File: src/rtl/l2_read_hit_pipe.sv
// l2_read_hit_pipe
// Registered L2 read-hit data select. Picks the lowest-index hitting way,
// optionally extracts one aligned 32-bit word, and queues the result in a
// 2-entry response buffer with valid/ready handshakes. Keeps saturating
// hit/miss statistics over accepted requests.
//
// Ports:
//   clk, rst_n        clock, asynchronous active-low reset
//   req_valid/ready   request handshake (ready depends on registered state only)
//   way_hit           per-way hit flags, bit i = way i
//   way_data          way i line at [i*LINE_W +: LINE_W]
//   offset            byte offset into line (word select in word mode)
//   word_mode         0 = full line, 1 = zero-extended aligned 32-bit word
//   resp_valid/ready  response handshake, head of the buffer
//   resp_data         selected line or word
//   resp_miss         no way hit
//   resp_multihit     more than one way hit
//   stats_clr         synchronous clear of both counters (wins over accept)
//   hit_count         saturating count of accepted hits (multihit included)
//   miss_count        saturating count of accepted misses
module l2_read_hit_pipe #(
  parameter int unsigned WAYS   = 2,
  parameter int unsigned LINE_W = 256,
  parameter int unsigned OFF_W  = 5,
  parameter int unsigned CNT_W  = 16
) (
  input  logic                     clk,
  input  logic                     rst_n,
  input  logic                     req_valid,
  output logic                     req_ready,
  input  logic [WAYS-1:0]          way_hit,
  input  logic [WAYS*LINE_W-1:0]   way_data,
  input  logic [OFF_W-1:0]         offset,
  input  logic                     word_mode,
  output logic                     resp_valid,
  input  logic                     resp_ready,
  output logic [LINE_W-1:0]        resp_data,
  output logic                     resp_miss,
  output logic                     resp_multihit,
  input  logic                     stats_clr,
  output logic [CNT_W-1:0]         hit_count,
  output logic [CNT_W-1:0]         miss_count
);

  localparam int unsigned WORDS = LINE_W / 32;

  typedef struct packed {
    logic [LINE_W-1:0] data;
    logic              miss;
    logic              multihit;
  } entry_t;

  // Buffer storage: r_head is always the oldest entry
  entry_t       r_head;
  entry_t       r_tail;
  logic [1:0]   r_count;
  logic [CNT_W-1:0] r_hit_cnt;
  logic [CNT_W-1:0] r_miss_cnt;

  logic              w_found;
  logic              w_multi;
  logic [LINE_W-1:0] w_hit_line;
  logic [31:0]       w_word;
  logic [31:0]       w_word_idx;
  entry_t            w_new;
  logic              w_push;
  logic              w_pop;

  // Lowest-index hit wins; a second hit seen after the first flags multihit
  always_comb begin
    w_found    = 1'b0;
    w_multi    = 1'b0;
    w_hit_line = '0;
    for (int i = 0; i < int'(WAYS); i++) begin
      if (way_hit[i]) begin
        if (w_found) begin
          w_multi = 1'b1;
        end else begin
          w_found    = 1'b1;
          w_hit_line = way_data[i*LINE_W +: LINE_W];
        end
      end
    end
  end

  // Word index comes from offset above the byte-in-word bits
  assign w_word_idx = 32'(offset >> 2);

  always_comb begin
    w_word = '0;
    for (int unsigned w = 0; w < WORDS; w++) begin
      if (w_word_idx == w) begin
        w_word = w_hit_line[w*32 +: 32];
      end
    end
  end

  // A miss leaves w_hit_line at zero, so both modes return zero data
  always_comb begin
    w_new          = '0;
    w_new.data     = word_mode ? LINE_W'(w_word) : w_hit_line;
    w_new.miss     = ~w_found;
    w_new.multihit = w_multi;
  end

  assign req_ready = (r_count != 2'd2);
  assign w_push    = req_valid && req_ready;
  assign w_pop     = (r_count != 2'd0) && resp_ready;

  // Two-entry FIFO; push+pop is only possible at occupancy 1
  always_ff @(posedge clk or negedge rst_n) begin
    if (!rst_n) begin
      r_head  <= '0;
      r_tail  <= '0;
      r_count <= 2'd0;
    end else begin
      case ({w_push, w_pop})
        2'b10: begin
          if (r_count == 2'd0) r_head <= w_new;
          else                 r_tail <= w_new;
          r_count <= r_count + 2'd1;
        end
        2'b01: begin
          r_head  <= r_tail;
          r_count <= r_count - 2'd1;
        end
        2'b11: begin
          r_head <= w_new;
        end
        default: ;
      endcase
    end
  end

  // Saturating statistics; clear takes priority over a same-edge accept
  always_ff @(posedge clk or negedge rst_n) begin
    if (!rst_n) begin
      r_hit_cnt  <= '0;
      r_miss_cnt <= '0;
    end else if (stats_clr) begin
      r_hit_cnt  <= '0;
      r_miss_cnt <= '0;
    end else if (w_push) begin
      if (w_found) begin
        if (r_hit_cnt != '1) r_hit_cnt <= r_hit_cnt + CNT_W'(1);
      end else begin
        if (r_miss_cnt != '1) r_miss_cnt <= r_miss_cnt + CNT_W'(1);
      end
    end
  end

  assign resp_valid    = (r_count != 2'd0);
  assign resp_data     = r_head.data;
  assign resp_miss     = r_head.miss;
  assign resp_multihit = r_head.multihit;
  assign hit_count     = r_hit_cnt;
  assign miss_count    = r_miss_cnt;

endmodule

File: config.mk
export PLATFORM = sky130hd
export DESIGN_NAME = l2_read_hit_pipe
export DESIGN_NICKNAME = d
export VERILOG_FILES = /design/src/rtl/l2_read_hit_pipe.sv
export SDC_FILE = /design/constraint.sdc
export NUM_CORES = 1
export LEC_CHECK = 0
export CAP_MARGIN = 20
export CORE_AREA = 2 2 319 321
export DETAILED_ROUTE_END_ITERATION = 8
export DIE_AREA = 0 0 321 323
export GPL_TIMING_DRIVEN = 0
export SLEW_MARGIN = 20
export SYNTH_ARGS = -nofsm -noshare
export SYNTH_HDL_FRONTEND = slang
export SYNTH_SLANG_ARGS = --single-unit
export TNS_END_PERCENT = 10
File: constraint.sdc
create_clock -name clk -period 2.2 [get_ports clk]
set_input_delay 0.55 -clock clk [delete_from_list [all_inputs] [get_ports clk]]
set_output_delay 0.55 -clock clk [all_outputs]
set_load 0.05 [all_outputs]
==> flow_summary_export.csv <==
group,metric,value,unit
pwr,pwr-share-comb,48.5,%
layout,multi_input_area,14400,um^2
placement,port_buffers,809,
synth,synth-seq-cells,550,
clock_network,root_buffer,"clkbuf_16",
timing,finalClockSkew,0.0266,ns
timing,hold_viol,0,
timing,worst_slew_pin_slew,0.928,ns
die,die_area,104000,um^2
route,drt_iter0_drc,3576,
synth,synth_top_area_share,47.5,%
pwr,leakagePower,18.2,nW
pwr,clockPowerShare,21.9,%
outcome,violations,"setup timing",
clock_network,cts_tree,"done",
timing,setup_viol,4,
pwr,p_int,28.2,mW
synth,synth_area_leader_cell,"dfrtp_1",
critical_path,slowest_stage,"buf_2",
critical_path,cp_common_cell,"buf_6",
die,core,101000,um^2
timing,period_needed,2.22,ns
die,die_x,321,um
route,vias,31600,
synth,syn-num-nets,3751,
route,detail-route-antenna-nets,0,
pwr,p_sw,25.7,mW
route,drc_errors,0,
layout,drive_gt1_share,15.8,%
synth,synth_common_cells,"562 x nand2_1, 550 x dfrtp_1, 300 x o21ai_0",
pwr,seqPwrFrac,29.6,%
timing,finalCritPeriodShare,101,%
timing,slew_violations,0,
global_route,grt_max_degree,92,
synth,synth-async-reset-ratio,100,%
die,die_h,323,um
global_route,grt_usage,32.2,%
timing,setup_ws,-0.0157,ns
synth,netlist_area,29000,um^2
critical_path,worstSetupEndpointType,"flip-flop",
clock_network,clock-sinks,550,
die,initial_utilization,28.8,%
min_path,min_path_type,"flip-flop to flip-flop",
critical_path,cp_cell_sequence,"buf_6 -> nor2b_4 -> buf_6 -> buf_6 -> buf_2 -> a22oi_2 -> o21bai_1 -> a32o_1 -> o21ba_1",
layout,num-nets-final,4656,
clock_network,clkTransAtPathRegs,0.06,ns
synth,yosys-top-cells-area,"dfrtp_1 48%, nand2_1 7.3%, o31ai_1 6.0%, a22oi_1 5.7%, o21ai_0 5.2%",
die,io_pins,817,
layout,utilization,42.2,%
synth,synth_cells,3222,
synth,ys_seq_area_share,47.5,%
critical_path,worst-setup-path-type,"input port to flip-flop",
synth,synth_warnings,0,
outcome,status,"complete, but fails checks",
timing,hold_slack,0.472,ns
critical_path,required,2.75,ns
layout,area_growth,46.6,%
clock_network,cts_buffers,67,
clock_network,clock_latency,0.63,ns
layout,register_area,13800,um^2
placement,place_congestion,0.962,
pwr,power_density,1270,nW/um^2
synth,synth-edff-count,0,
clock_network,htree_num_levels,3,
clock_network,clockBufferDepth,3,
pwr,sw_frac_of_total,47.7,%
route,wl_per_cell,31.6,um
global_route,grt_pass1_vias,29900,
route,via_per_inst,5.73,
synth,synth_cell_types,55,
critical_path,slowest_delay,0.44,ns
timing,slew-limit-headroom,38.1,%
die,row_count,117,
timing,max_freq,451,MHz
run,cap_violations,0,
global_route,grt_pass1_wl,235000,um
layout,fillers,10200,
pwr,ir_worst_vdd,0.513,mV
critical_path,cp_max_fo,10,
critical_path,cp-start-kind,"input port",
placement,postPlaceCellArea,39000,um^2
synth,synth.avg_cell_area,8.99,um^2
layout,final_area,42500,um^2
synth,yosys_most_used_dff,"dfrtp_1",
global_route,grt-ovfl-total,0,
placement,hpwl,140000,um
route,drt_wl_total,175000,um
synth,synth_most_common_cell,"nand2_1",
critical_path,critical_path_arrival,2.77,ns
global_route,antenna_found_initial,55,
timing,rsz0062_at_grt,"true",
route,firstDrtPassIters,9,
==> layout by cell type, fill, tap and decap left out, types with 34 or more instances in the layout <==
cell type and n:
nand2_1 560, dfrtp_1 547, clkdlybuf4s50_1 514, o21ai_0 297, a21oi_1 272, dlygate4sd2_1 246
o31ai_1 233, nor3_1 223, a22oi_2 140, a22oi_1 110, clkbuf_2 100, clkbuf_1 95
nor2_1 76, clkbuf_16 68, buf_4 57, a32o_1 53, buf_2 48, diode_2 34
mux2_2 34
==> power groups by stage <==
stage | Clock, mW | Sequential, mW | Combinational, mW
4_1_cts | 11.9 | 15.9 | 25.7
6_report | 11.8 | 16.0 | 26.1
3_5_place_dp | 0 | 16.1 | 26.3
5_1_grt | 12.3 | 16.3 | 27.4
2_1_floorplan | 0 | 22.7 | 8.38
3_3_place_gp | 0 | 16.1 | 26.0
==> area by class of cell <==
type	count	share of cell area (%)
flip-flops and latches	550	32.4
clock inverters	25	0.819
inverters	8	0.0707
well taps	1309	3.86
clock buffers	97	4.57
diodes	34	0.200
plain buffers	334	4.96
multi-input cells	2329	33.9
repair buffers	837	19.2
==> critical path, delay by kind of cell <==
| family | cells | cell delay (ns) |
|---|---|---|
| buffers and inverters | 4 | 1.00 |
| AO/OA/AOI/OAI | 4 | 0.99 |
| AND/OR/NAND/NOR | 1 | 0.19 |
==> registers in the layout (all words and copies together) (netlist names) <==
register and flops:
resp_multihit 1, resp_data 256, resp_miss 1, hit_count 16, r_tail 258, miss_count 16
r_count 2
==> kinds of logic after synthesis <==
group	synth area share, %
compound gates	30.1
simple gates	14.7
flops	47.5
buf+inv	5.44
mux	1.43
xor+xnor	0.605
fa+ha+maj	0.173
==> routing by layer <==
| layer | up-vias | wire length (um) | track usage (%) |
|---|---|---|---|
| met5 | - | 356 | 0 |
| met4 | 58 | 8300 | 13.7 |
| met3 | 405 | 15900 | 9.20 |
| met2 | 1621 | 81700 | 52.9 |
| met1 | 15800 | 68400 | 39.4 |
| li1 | 13800 | - | - |
==> what timing repair did <==
item                       4_1_cts  5_1_grt
setup endpoints to repair      812      472
buffers inserted                 3        7
gates resized for setup        658      175
hold endpoints to repair        71       43
pin swaps                        8        3
==> metrics by stage <==
| step | setup TNS, ns | worst slack (ns) | total power [mW] | std cells |
|---|---|---|---|---|
| final | -0.0282 | -0.0157 | 53.8 | 5523 |
| after global routing | -0.959 | -0.0830 | 56.0 | 5506 |
| after CTS | -9.15 | -0.275 | 53.5 | 5478 |
| after detailed placement | -807.84 | -2.12 | 42.4 | 5354 |
| after global placement | - | -25.81 | 42.1 | 5340 |
| after floorplan | -9.74 | -0.0900 | 31.1 | 3222 |
==> path summary, 6_finish.rpt <==
check / depth (start not counted) / from / to / slack, ns
hold / removal: 2 / resp_data[86]$_DFFE_PN0P_ / resp_data[86]$_DFFE_PN0P_ / 0.47
setup reg to reg: 6 / hit_count[3]$_DFFE_PN0P_ / hit_count[15]$_DFFE_PN0P_ / 0
max in group asynchronous: 5 / rst_n / resp_data[143]$_DFFE_PN0P_ / 0.29
hold reg to reg: 2 / resp_data[86]$_DFFE_PN0P_ / resp_data[86]$_DFFE_PN0P_ / 0.47
min in group asynchronous: 3 / rst_n / r_tail[215]$_DFFE_PN0P_ / 0.52
setup / recovery: 9 / way_hit[1] / resp_data[3]$_DFFE_PN0P_ / -0.02
No activity file was read; power rests on OpenSTA's default activity.
==> RTL change, RTL diff (config.mk and constraints unchanged) <==
Set the parameter `OFF_W` to 10 (it was 5).
--- a/src/rtl/l2_read_hit_pipe.sv
+++ b/src/rtl/l2_read_hit_pipe.sv
@@ -23,3 +23,3 @@
   parameter int unsigned LINE_W = 256,
-  parameter int unsigned OFF_W  = 5,
+  parameter int unsigned OFF_W  = 10,
   parameter int unsigned CNT_W  = 16
Ports: changed (resized offset); port bits go from 817 to 822. No check against the original RTL was run, so the function may have changed too.
==> RTL change against the unedited design <==
  * The flow still finishes with violations (setup timing)
  * Worst hold slack worse by 0.015 ns
  * Critical path type unchanged
  * Core utilization hardly changed
  * Critical endpoint is now resp_data[11]
  * Sequential cell count stayed put
  * Final area hardly changed
  * Sequential share of layout area hardly changed
  * Wire length is 3.2% higher
  * Setup slack worse by 0.17 ns
  * Largest power group unchanged
  * Highest routed layer unchanged
  * Power is 4.4% lower
  * Non-clock buffer count is 16 higher
  * Area after synthesis is 0.60% lower
==> RTL change: results <==
set metrics [dict create \
    outcome "finished, violations left" \
    violations "setup timing" \
    critPathMaxStageDelay_ns 0.57 \
    leakage_uw 0.0178 \
    synthAdderAreaFrac_pct 0.174 \
    hp-class "input pin to async pin" \
    firstDrtPassIters 8 \
    p_clk_uw 10900 \
    use_met2_pct 52.3 \
    drive_gt1_share_pct 14.7 \
    crit_end "resp_data[11]" \
    multi_input_area_sq_um 14600 \
    grt_pass1_vias 30200 \
    dp_hpwl_microns 144000 \
    synthTopCellsByCount "dfrtp_1, nand2_1, o21ai_0, a21oi_1, o31ai_1" \
    wl_met1_microns 71100 \
    rrSetupSlack_ns -0.03 \
    setup_viol 60 \
    switching_share_pct 48.2 \
    r2r_cells 9 \
    synthCells 3254 \
    grt_max_degree 95 \
    finalWirelength_microns 180000 \
    placed_cells 5385 \
    setup_ws_ns -0.190 \
    synthMuxAreaShare_pct 0.665 \
    grt_usage_pct 33.5 \
    synth_area_leaders "dfrtp_1, nand2_1, o31ai_1" \
    seq_area_frac_synth_pct 47.8 \
    routed-wl-met3_microns 19000 \
    met1_usage_pct 42.2 \
    synth-compound-area-share_pct 27.8 \
    reg2reg_from "r_count[0]" \
    worstReg2RegEnd "r_tail[61]" \
    grt_use_met3_pct 11.0 \
    seq-cell-share_pct 32.4 \
    gp_congestion 0.966 \
    nNetsFinal 4705 \
    seqPwrFrac_pct 30.9 \
]
-- RTL change: cell count changes after synthesis, sizes merged, moves of 22 or more --
cell    change
a32o       -54
a31oi      +46
mux2       -33
a21oi      -32
a22oi      -30
and2       +30
a21o       -28
nand3      +28
a221oi     +27
a32oi      -27
o21ba      -27
nor2       +22
-- RTL change: metrics by stage --
stage | util (%) | setup slack (ns) | hold slack [ns] | setup TNS [ns]
6_report | 42.2 | -0.190 | 0.457 | -2.52
5_1_grt | 42.2 | -0.0853 | 0.494 | -2.43
4_1_cts | 41.6 | -0.220 | 0.458 | -4.43
3_5_place_dp | 38.5 | -1.98 | 0.466 | -838.63
3_3_place_gp | 38.3 | -25.67 | 0.459 | -
2_1_floorplan | - | -0.0457 | 0.254 | -7.53
-- RTL change: what timing repair did --
item,4_1_cts,5_1_grt
setup endpoints to repair,816,393
hold buffers,1,0
cloned,0,1
resized for setup,712,212
endpoints found under the hold margin,55,0
pin swaps,22,43
buffers inserted,21,6
